[src/rtl/mc_pkg.sv]
// Shared definitions for the multicycle control unit with interrupt support:
// state encoding, opcode constants, trap cause and PC source encodings.
package mc_pkg;

  typedef enum logic [3:0] {
    S_FETCH     = 4'd0,
    S_DECODE    = 4'd1,
    S_MEM_ADR   = 4'd2,
    S_MEM_READ  = 4'd3,
    S_MEM_WB    = 4'd4,
    S_MEM_WRITE = 4'd5,
    S_EXECUTE   = 4'd6,
    S_ALU_WB    = 4'd7,
    S_BRANCH    = 4'd8,
    S_ADDI_EXEC = 4'd9,
    S_ADDI_WB   = 4'd10,
    S_JUMP      = 4'd11,
    S_INT_ENTRY = 4'd12,
    S_ERET      = 4'd13
  } state_e;

  localparam logic [5:0] OP_RTYPE = 6'd0;
  localparam logic [5:0] OP_J     = 6'd2;
  localparam logic [5:0] OP_BEQ   = 6'd4;
  localparam logic [5:0] OP_ADDI  = 6'd8;
  localparam logic [5:0] OP_LW    = 6'd35;
  localparam logic [5:0] OP_SW    = 6'd43;

  typedef enum logic [1:0] {
    CAUSE_IRQ = 2'd0,
    CAUSE_NMI = 2'd1,
    CAUSE_ILL = 2'd2
  } cause_e;

  localparam logic [1:0] PCSRC_ALU    = 2'd0;
  localparam logic [1:0] PCSRC_ALUOUT = 2'd1;
  localparam logic [1:0] PCSRC_JUMP   = 2'd2;
  localparam logic [1:0] PCSRC_VEC    = 2'd3;

  // Last state of an instruction: the only points where an interrupt may be taken.
  function automatic logic is_terminal(input state_e s);
    return s inside {S_MEM_WB, S_MEM_WRITE, S_ALU_WB, S_BRANCH, S_ADDI_WB, S_JUMP};
  endfunction

endpackage

[src/rtl/irq_prio_enc.sv]
// Masked priority encoder: the lowest-numbered enabled request wins.
module irq_prio_enc #(
  parameter int N = 4
) (
  input  logic [N-1:0] req_i,
  input  logic [N-1:0] mask_i,
  output logic         valid_o,
  output logic [3:0]   idx_o,
  output logic [N-1:0] onehot_o
);

  logic [N-1:0] active;
  assign active = req_i & mask_i;

  // Scan from the top down so the lowest active index is the final assignment.
  always_comb begin
    // NOTE: every output gets a default before the loop so no latch is inferred;
    // blocking assignments let later iterations override earlier ones.
    valid_o  = 1'b0;
    idx_o    = '0;
    onehot_o = '0;
    for (int i = N - 1; i >= 0; i--) begin
      if (active[i]) begin
        valid_o     = 1'b1;
        idx_o       = 4'(i);
        onehot_o    = '0;
        onehot_o[i] = 1'b1;
      end
    end
  end

endmodule

[src/rtl/mc_control_irq.sv]
// Multicycle MIPS-style Moore control FSM with NMI, maskable IRQs,
// illegal-opcode trap and ERET return.
module mc_control_irq
  import mc_pkg::*;
#(
  parameter int          NUM_IRQ    = 4,
  parameter logic [31:0] VEC_BASE   = 32'h0000_0100,
  parameter int          VEC_STRIDE = 16,
  parameter logic [31:0] NMI_VEC    = 32'h0000_0080,
  parameter logic [31:0] ILL_VEC    = 32'h0000_00C0,
  parameter logic [5:0]  OP_ERET    = 6'd16
) (
  input  logic               clk,
  input  logic               rst_n,
  input  logic [5:0]         opcode,
  input  logic [NUM_IRQ-1:0] irq,
  input  logic [NUM_IRQ-1:0] irq_mask,
  input  logic               nmi,
  input  logic               busy,
  output logic [1:0]         ALUOp,
  output logic [1:0]         ALUSrcB,
  output logic [1:0]         PCSrc,
  output logic               MemtoReg,
  output logic               RegDst,
  output logic               IorD,
  output logic               ALUSrcA,
  output logic               IRWrite,
  output logic               MemWrite,
  output logic               PCWrite,
  output logic               Branch,
  output logic               RegWrite,
  output logic [31:0]        vec_addr,
  output logic               save_epc,
  output logic               restore_epc,
  output logic [NUM_IRQ-1:0] irq_ack,
  output logic               in_isr,
  output logic [1:0]         cause,
  output logic [3:0]         current_state
);

  state_e               state_q, state_d;
  logic                 in_isr_q, in_isr_d;
  logic                 nmi_pend_q, nmi_pend_d;
  logic                 nmi_q;
  logic [31:0]          vec_q, vec_d;
  cause_e               cause_q, cause_d;
  logic [NUM_IRQ-1:0]   ack_q, ack_d;

  logic                 irq_valid;
  logic [3:0]           irq_idx;
  logic [NUM_IRQ-1:0]   irq_onehot;
  logic                 take_int;
  logic                 nmi_clr;

  irq_prio_enc #(.N(NUM_IRQ)) u_prio (
    .req_i    (irq),
    .mask_i   (irq_mask),
    .valid_o  (irq_valid),
    .idx_o    (irq_idx),
    .onehot_o (irq_onehot)
  );

  // busy only defers maskable lines; a pending NMI is taken regardless.
  assign take_int = ~in_isr_q & (nmi_pend_q | (irq_valid & ~busy));

  // Next-state decode.
  always_comb begin
    state_d = state_q;
    case (state_q)
      S_FETCH:     state_d = S_DECODE;
      S_DECODE: begin
        case (opcode)
          OP_LW, OP_SW: state_d = S_MEM_ADR;
          OP_RTYPE:     state_d = S_EXECUTE;
          OP_BEQ:       state_d = S_BRANCH;
          OP_ADDI:      state_d = S_ADDI_EXEC;
          OP_J:         state_d = S_JUMP;
          default: begin
            if (opcode == OP_ERET) state_d = in_isr_q ? S_ERET : S_FETCH;
            else                   state_d = in_isr_q ? S_FETCH : S_INT_ENTRY;
          end
        endcase
      end
      S_MEM_ADR:   state_d = (opcode == OP_SW) ? S_MEM_WRITE : S_MEM_READ;
      S_MEM_READ:  state_d = S_MEM_WB;
      S_EXECUTE:   state_d = S_ALU_WB;
      S_ADDI_EXEC: state_d = S_ADDI_WB;
      default: begin
        if (is_terminal(state_q)) state_d = take_int ? S_INT_ENTRY : S_FETCH;
        else                      state_d = S_FETCH;
      end
    endcase
  end

  // Trap source selection, captured only on the edge that enters INT_ENTRY.
  always_comb begin
    vec_d   = vec_q;
    cause_d = cause_q;
    ack_d   = ack_q;
    nmi_clr = 1'b0;
    if (state_d == S_INT_ENTRY) begin
      if (state_q == S_DECODE) begin
        vec_d   = ILL_VEC;
        cause_d = CAUSE_ILL;
        ack_d   = '0;
      end else if (nmi_pend_q) begin
        vec_d   = NMI_VEC;
        cause_d = CAUSE_NMI;
        ack_d   = '0;
        nmi_clr = 1'b1;
      end else begin
        vec_d   = VEC_BASE + (32'(irq_idx) * 32'(VEC_STRIDE));
        cause_d = CAUSE_IRQ;
        ack_d   = irq_onehot;
      end
    end
  end

  // Handler flag and NMI edge memory; a new edge wins over a same-cycle clear.
  always_comb begin
    in_isr_d = in_isr_q;
    if (state_q == S_INT_ENTRY) in_isr_d = 1'b1;
    else if (state_q == S_ERET) in_isr_d = 1'b0;
    nmi_pend_d = (nmi_pend_q & ~nmi_clr) | (nmi & ~nmi_q);
  end

  // State registers with synchronous reset.
  always_ff @(posedge clk) begin
    // NOTE: sequential state uses non-blocking assignments only, so every
    // register samples the pre-edge value of every other register.
    if (!rst_n) begin
      state_q    <= S_FETCH;
      in_isr_q   <= 1'b0;
      nmi_pend_q <= 1'b0;
      nmi_q      <= 1'b0;
      vec_q      <= '0;
      cause_q    <= CAUSE_IRQ;
      ack_q      <= '0;
    end else begin
      state_q    <= state_d;
      in_isr_q   <= in_isr_d;
      nmi_pend_q <= nmi_pend_d;
      nmi_q      <= nmi;
      vec_q      <= vec_d;
      cause_q    <= cause_d;
      ack_q      <= ack_d;
    end
  end

  // Moore output decode; everything is held at zero while reset is asserted.
  always_comb begin
    ALUOp         = 2'd0;
    ALUSrcB       = 2'd0;
    PCSrc         = PCSRC_ALU;
    MemtoReg      = 1'b0;
    RegDst        = 1'b0;
    IorD          = 1'b0;
    ALUSrcA       = 1'b0;
    IRWrite       = 1'b0;
    MemWrite      = 1'b0;
    PCWrite       = 1'b0;
    Branch        = 1'b0;
    RegWrite      = 1'b0;
    save_epc      = 1'b0;
    restore_epc   = 1'b0;
    irq_ack       = '0;
    vec_addr      = '0;
    cause         = 2'd0;
    in_isr        = 1'b0;
    current_state = 4'd0;
    if (rst_n) begin
      vec_addr      = vec_q;
      cause         = cause_q;
      in_isr        = in_isr_q;
      current_state = state_q;
      case (state_q)
        S_FETCH:     begin IRWrite = 1'b1; PCWrite = 1'b1; ALUSrcB = 2'd1; end
        S_DECODE:    ALUSrcB = 2'd3;
        S_MEM_ADR:   begin ALUSrcA = 1'b1; ALUSrcB = 2'd2; end
        S_MEM_READ:  IorD = 1'b1;
        S_MEM_WB:    begin RegWrite = 1'b1; MemtoReg = 1'b1; end
        S_MEM_WRITE: begin IorD = 1'b1; MemWrite = 1'b1; end
        S_EXECUTE:   begin ALUSrcA = 1'b1; ALUOp = 2'd2; end
        S_ALU_WB:    begin RegDst = 1'b1; RegWrite = 1'b1; end
        S_BRANCH:    begin ALUSrcA = 1'b1; ALUOp = 2'd1; Branch = 1'b1; PCSrc = PCSRC_ALUOUT; end
        S_ADDI_EXEC: begin ALUSrcA = 1'b1; ALUSrcB = 2'd2; end
        S_ADDI_WB:   RegWrite = 1'b1;
        S_JUMP:      begin PCWrite = 1'b1; PCSrc = PCSRC_JUMP; end
        S_INT_ENTRY: begin save_epc = 1'b1; PCWrite = 1'b1; PCSrc = PCSRC_VEC; irq_ack = ack_q; end
        S_ERET:      begin restore_epc = 1'b1; PCWrite = 1'b1; end
        default:     ;
      endcase
    end
  end

endmodule
[config.mk]
export PLATFORM = sky130hd
export DESIGN_NAME = mc_control_irq
export DESIGN_NICKNAME = d
export VERILOG_FILES = /design/src/rtl/mc_pkg.sv /design/src/rtl/irq_prio_enc.sv /design/src/rtl/mc_control_irq.sv
export SDC_FILE = /design/constraint.sdc
export NUM_CORES = 1
export LEC_CHECK = 0
export CORE_UTILIZATION = 40
export CTS_CLUSTER_DIAMETER = 120
export DETAILED_ROUTE_END_ITERATION = 16
export PLACE_DENSITY = 0.8
export SLEW_MARGIN = 20
export SYNTH_ARGS = -nofsm -noshare
export SYNTH_HDL_FRONTEND = slang
export SYNTH_SLANG_ARGS = --single-unit
export TNS_END_PERCENT = 50
[constraint.sdc]
create_clock -name clk -period 4 [get_ports clk]
set_clock_uncertainty 0.15 [all_clocks]
set_input_delay 0.8 -clock clk [delete_from_list [all_inputs] [get_ports clk]]
set_output_delay 0.8 -clock clk [all_outputs]
set_load 0.01 [all_outputs]
==> results.ini <==
[status]
status=finished, final reports clean

[timing]
relSlewSlack=0.601
fmaxAchievable_mhz=291
worstMarginPinSlew_ps=597
rsz0062_at_grt=false
fin_crit_sh=0.860
tns_ps=0
slew_viol_final=0
min_period_ps=3440
hold_violations=0
setup_viol_count_final=0

[routing]
drcViolationCount=0
wl_um=3410
wire_per_inst_um=11.6
first_pass_iters=4
route.vias.total=1497
first_iter_violations=68
ant_nets=0
viasPerCell=5.07

[synthesis]
synth-edff-count=0
synth_area_um2=1520
synthTopCellsByArea=dfxtp_1 22%, buf_4 14%, and2_1 7.0%
synth_seq_cells=17
yosysMostFrequentCell=buf_4
seq_area_frac_synth=0.223
yosys-top-cells-count=29 x buf_4, 21 x nand2_1, 17 x and2_1, 17 x dfxtp_1, 14 x nor2_1
avgSynthCellArea_um2=7.51
ys.flop_type=dfxtp_1
syn_inst=203
ys_types=54
synth.largest_area_cell=dfxtp_1
synth-async-reset-ratio=0
yosys_warnings=0
netlist.area_leader.share=0.223

[critical_path]
endpoint_kind=primary output
cp_max_fo=29
slowest_stage=clkdlybuf4s50_1
critPathMaxStageDelay_ps=580
critical_path.startpoint_type=input pin
crit_chain=clkdlybuf4s50_1, buf_4, nand2_1, nor4_1, clkdlybuf4s50_1
critPathKind=in2out
worstPathRequired_ps=3050
cpMostUsedCell=clkdlybuf4s50_1
worstPathArrival_ps=2490

[hold_path]
hold_path.class=reg2reg

[final_layout]
multiInputGateArea_um2=995
seqCellArea_um2=340
area_growth_pct=30.6
num-nets-final=267
finish.utilization=0.544
layout-drive-gt1-share=0.0607
nFillCells=350
diodes=0

[power_and_ir_drop]
pwr-share-comb=0.598
leakage_nw=0.805
p_clk_frac=0.129
ir_drop_mv=0.214
p_seq_frac=0.273
swShare=0.452
switching_power_uw=443
p_int_uw=538
cellPowerDensity_nw_per_um2=493

[global_routing]
grt_first_pass_wirelength_um=5660
antenna_found_initial=0
grt_max_degree=30
grtUsageTotal=0.172
overflow=0
grt_pass1_vias=1311

[die]
die_w_um=63.7
rows=22
ioPinCount=78
die_h_um=63.7
die-area_um2=4060
core_um2=3660
start_util=0.416

[clock_tree]
cts_resized=0
cts.clk_slew.worst_paths_ps=60
clk_latency_ps=250
root_buffer=clkbuf_8
cts_buffers=3
clockBufferDepth=2
clock-sinks=17
h-tree-depth=1
cts_tree=yes
cts_hold_buffers=0
cts_setup_buffers=0

[placement]
globalplace.congestion=0.842
port_buffers=50
dp_hpwl_um=2720

[job]
cap_violations=0

power by group through the flow:
stage | sequential (mW) | clock, mW | combinational (mW)
6_report | 0.268 | 0.126 | 0.586
5_1_grt | 0.278 | 0.135 | 0.646
4_1_cts | 0.267 | 0.131 | 0.589
3_5_place_dp | 0.271 | 0 | 0.588
3_3_place_gp | 0.271 | 0 | 0.570
2_1_floorplan | 0.225 | 0 | 0.452
layout by cell type (no fill, tap or decap), drive strengths merged, types with 2 or more instances in the layout:
| master | Yosys | layout |
|---|---|---|
| clkdlybuf4s50 | 0 | 50 |
| nand2 | 21 | 21 |
| and2 | 17 | 17 |
| o2111ai | 2 | 2 |
| o31ai | 4 | 4 |
| nor3 | 7 | 7 |
| and3 | 5 | 5 |
| o211ai | 2 | 2 |
| nand2b | 2 | 2 |
| nor2 | 14 | 14 |
| o221a | 2 | 2 |
| inv | 9 | 9 |
| dfxtp | 17 | 17 |
| o21a | 2 | 2 |
| nand3 | 2 | 2 |
| o21ai | 7 | 7 |
| a21oi | 7 | 7 |
| clkbuf | 7 | 3 |
| conb | 1 | 27 |
| o21bai | 2 | 2 |
| o22ai | 3 | 3 |
| nor3b | 3 | 3 |
| nor2b | 5 | 5 |
| or3 | 2 | 2 |
| nand4 | 2 | 2 |
| a22oi | 2 | 2 |
| a21boi | 5 | 5 |
| o211a | 2 | 2 |
| nor4 | 2 | 2 |
| buf | 31 | 2 |
registers in the layout, summed over array words and instances, names as in the netlist:
| name | cells |
|---|---|
| vec_q | 5 |
| cause_q | 1 |
| nmi_q | 1 |
| in_isr_q | 1 |
| state_q | 4 |
| ack_q | 4 |
| nmi_pend_q | 1 |
worst paths after layout:
kind                   start        to  slack [ps]  cells past startpoint
setup / recovery       rst_n   IRWrite         560                      5
setup reg to reg  state_q[1]  ack_q[3]        1410                      6
hold / removal      vec_q[8]  vec_q[8]         330                      2
hold reg to reg     vec_q[8]  vec_q[8]         330                      2
area by class of cell:
| type | instances | share of cell area |
|---|---|---|
| clock buffers | 3 | 0.0207 |
| clock inverters | 1 | 0.00251 |
| inverters | 9 | 0.0170 |
| multi-input cells | 165 | 0.500 |
| flip-flops and latches | 17 | 0.171 |
| well taps | 48 | 0.0302 |
| repair buffers | 52 | 0.259 |
worst max-delay path: cells and delay by family:
| kind | cells | cell delay [ps] |
|---|---|---|
| buffers and inverters | 3 | 1360 |
| and+or+nand+nor | 2 | 320 |
cells by family (layout without fill, tap and decap cells):
| kind of cell | count (synthesis) | count (layout) | synth area share |
|---|---|---|---|
| AO/OA/AOI/OAI | 47 | 47 | 0.249 |
| adder cells (fa/ha/maj) | 2 | 2 | 0.0148 |
| other | 1 | 27 | 0.00246 |
| buffers and inverters | 47 | 65 | 0.188 |
| XOR/XNOR | 2 | 2 | 0.0115 |
| flip-flops | 17 | 17 | 0.223 |
| AND/OR/NAND/NOR | 87 | 87 | 0.311 |
metal layers:
layer / wire [µm] / vias to the layer above / track usage
met3: 241 / 4 / 0.0507
li1: - / 751 / -
met5: 0 / - / 0
met2: 1610 / 56 / 0.294
met1: 1520 / 686 / 0.214
met4: 34 / 0 / 0.0284
through the flow:
step | cell area (µm²) | power, mW | setup slack (ps) | hold WS, ps | std cells
floorplan | 1620 | 0.677 | 953 | 292 | 229
global placement | 1940 | 0.841 | 382 | 313 | 291
detailed placement | 1940 | 0.859 | 320 | 322 | 291
CTS | 1990 | 0.987 | 547 | 334 | 295
global route | 1990 | 1.06 | 351 | 359 | 295
finish | 1990 | 0.981 | 560 | 326 | 295
(Power assumes the default switching activity.)
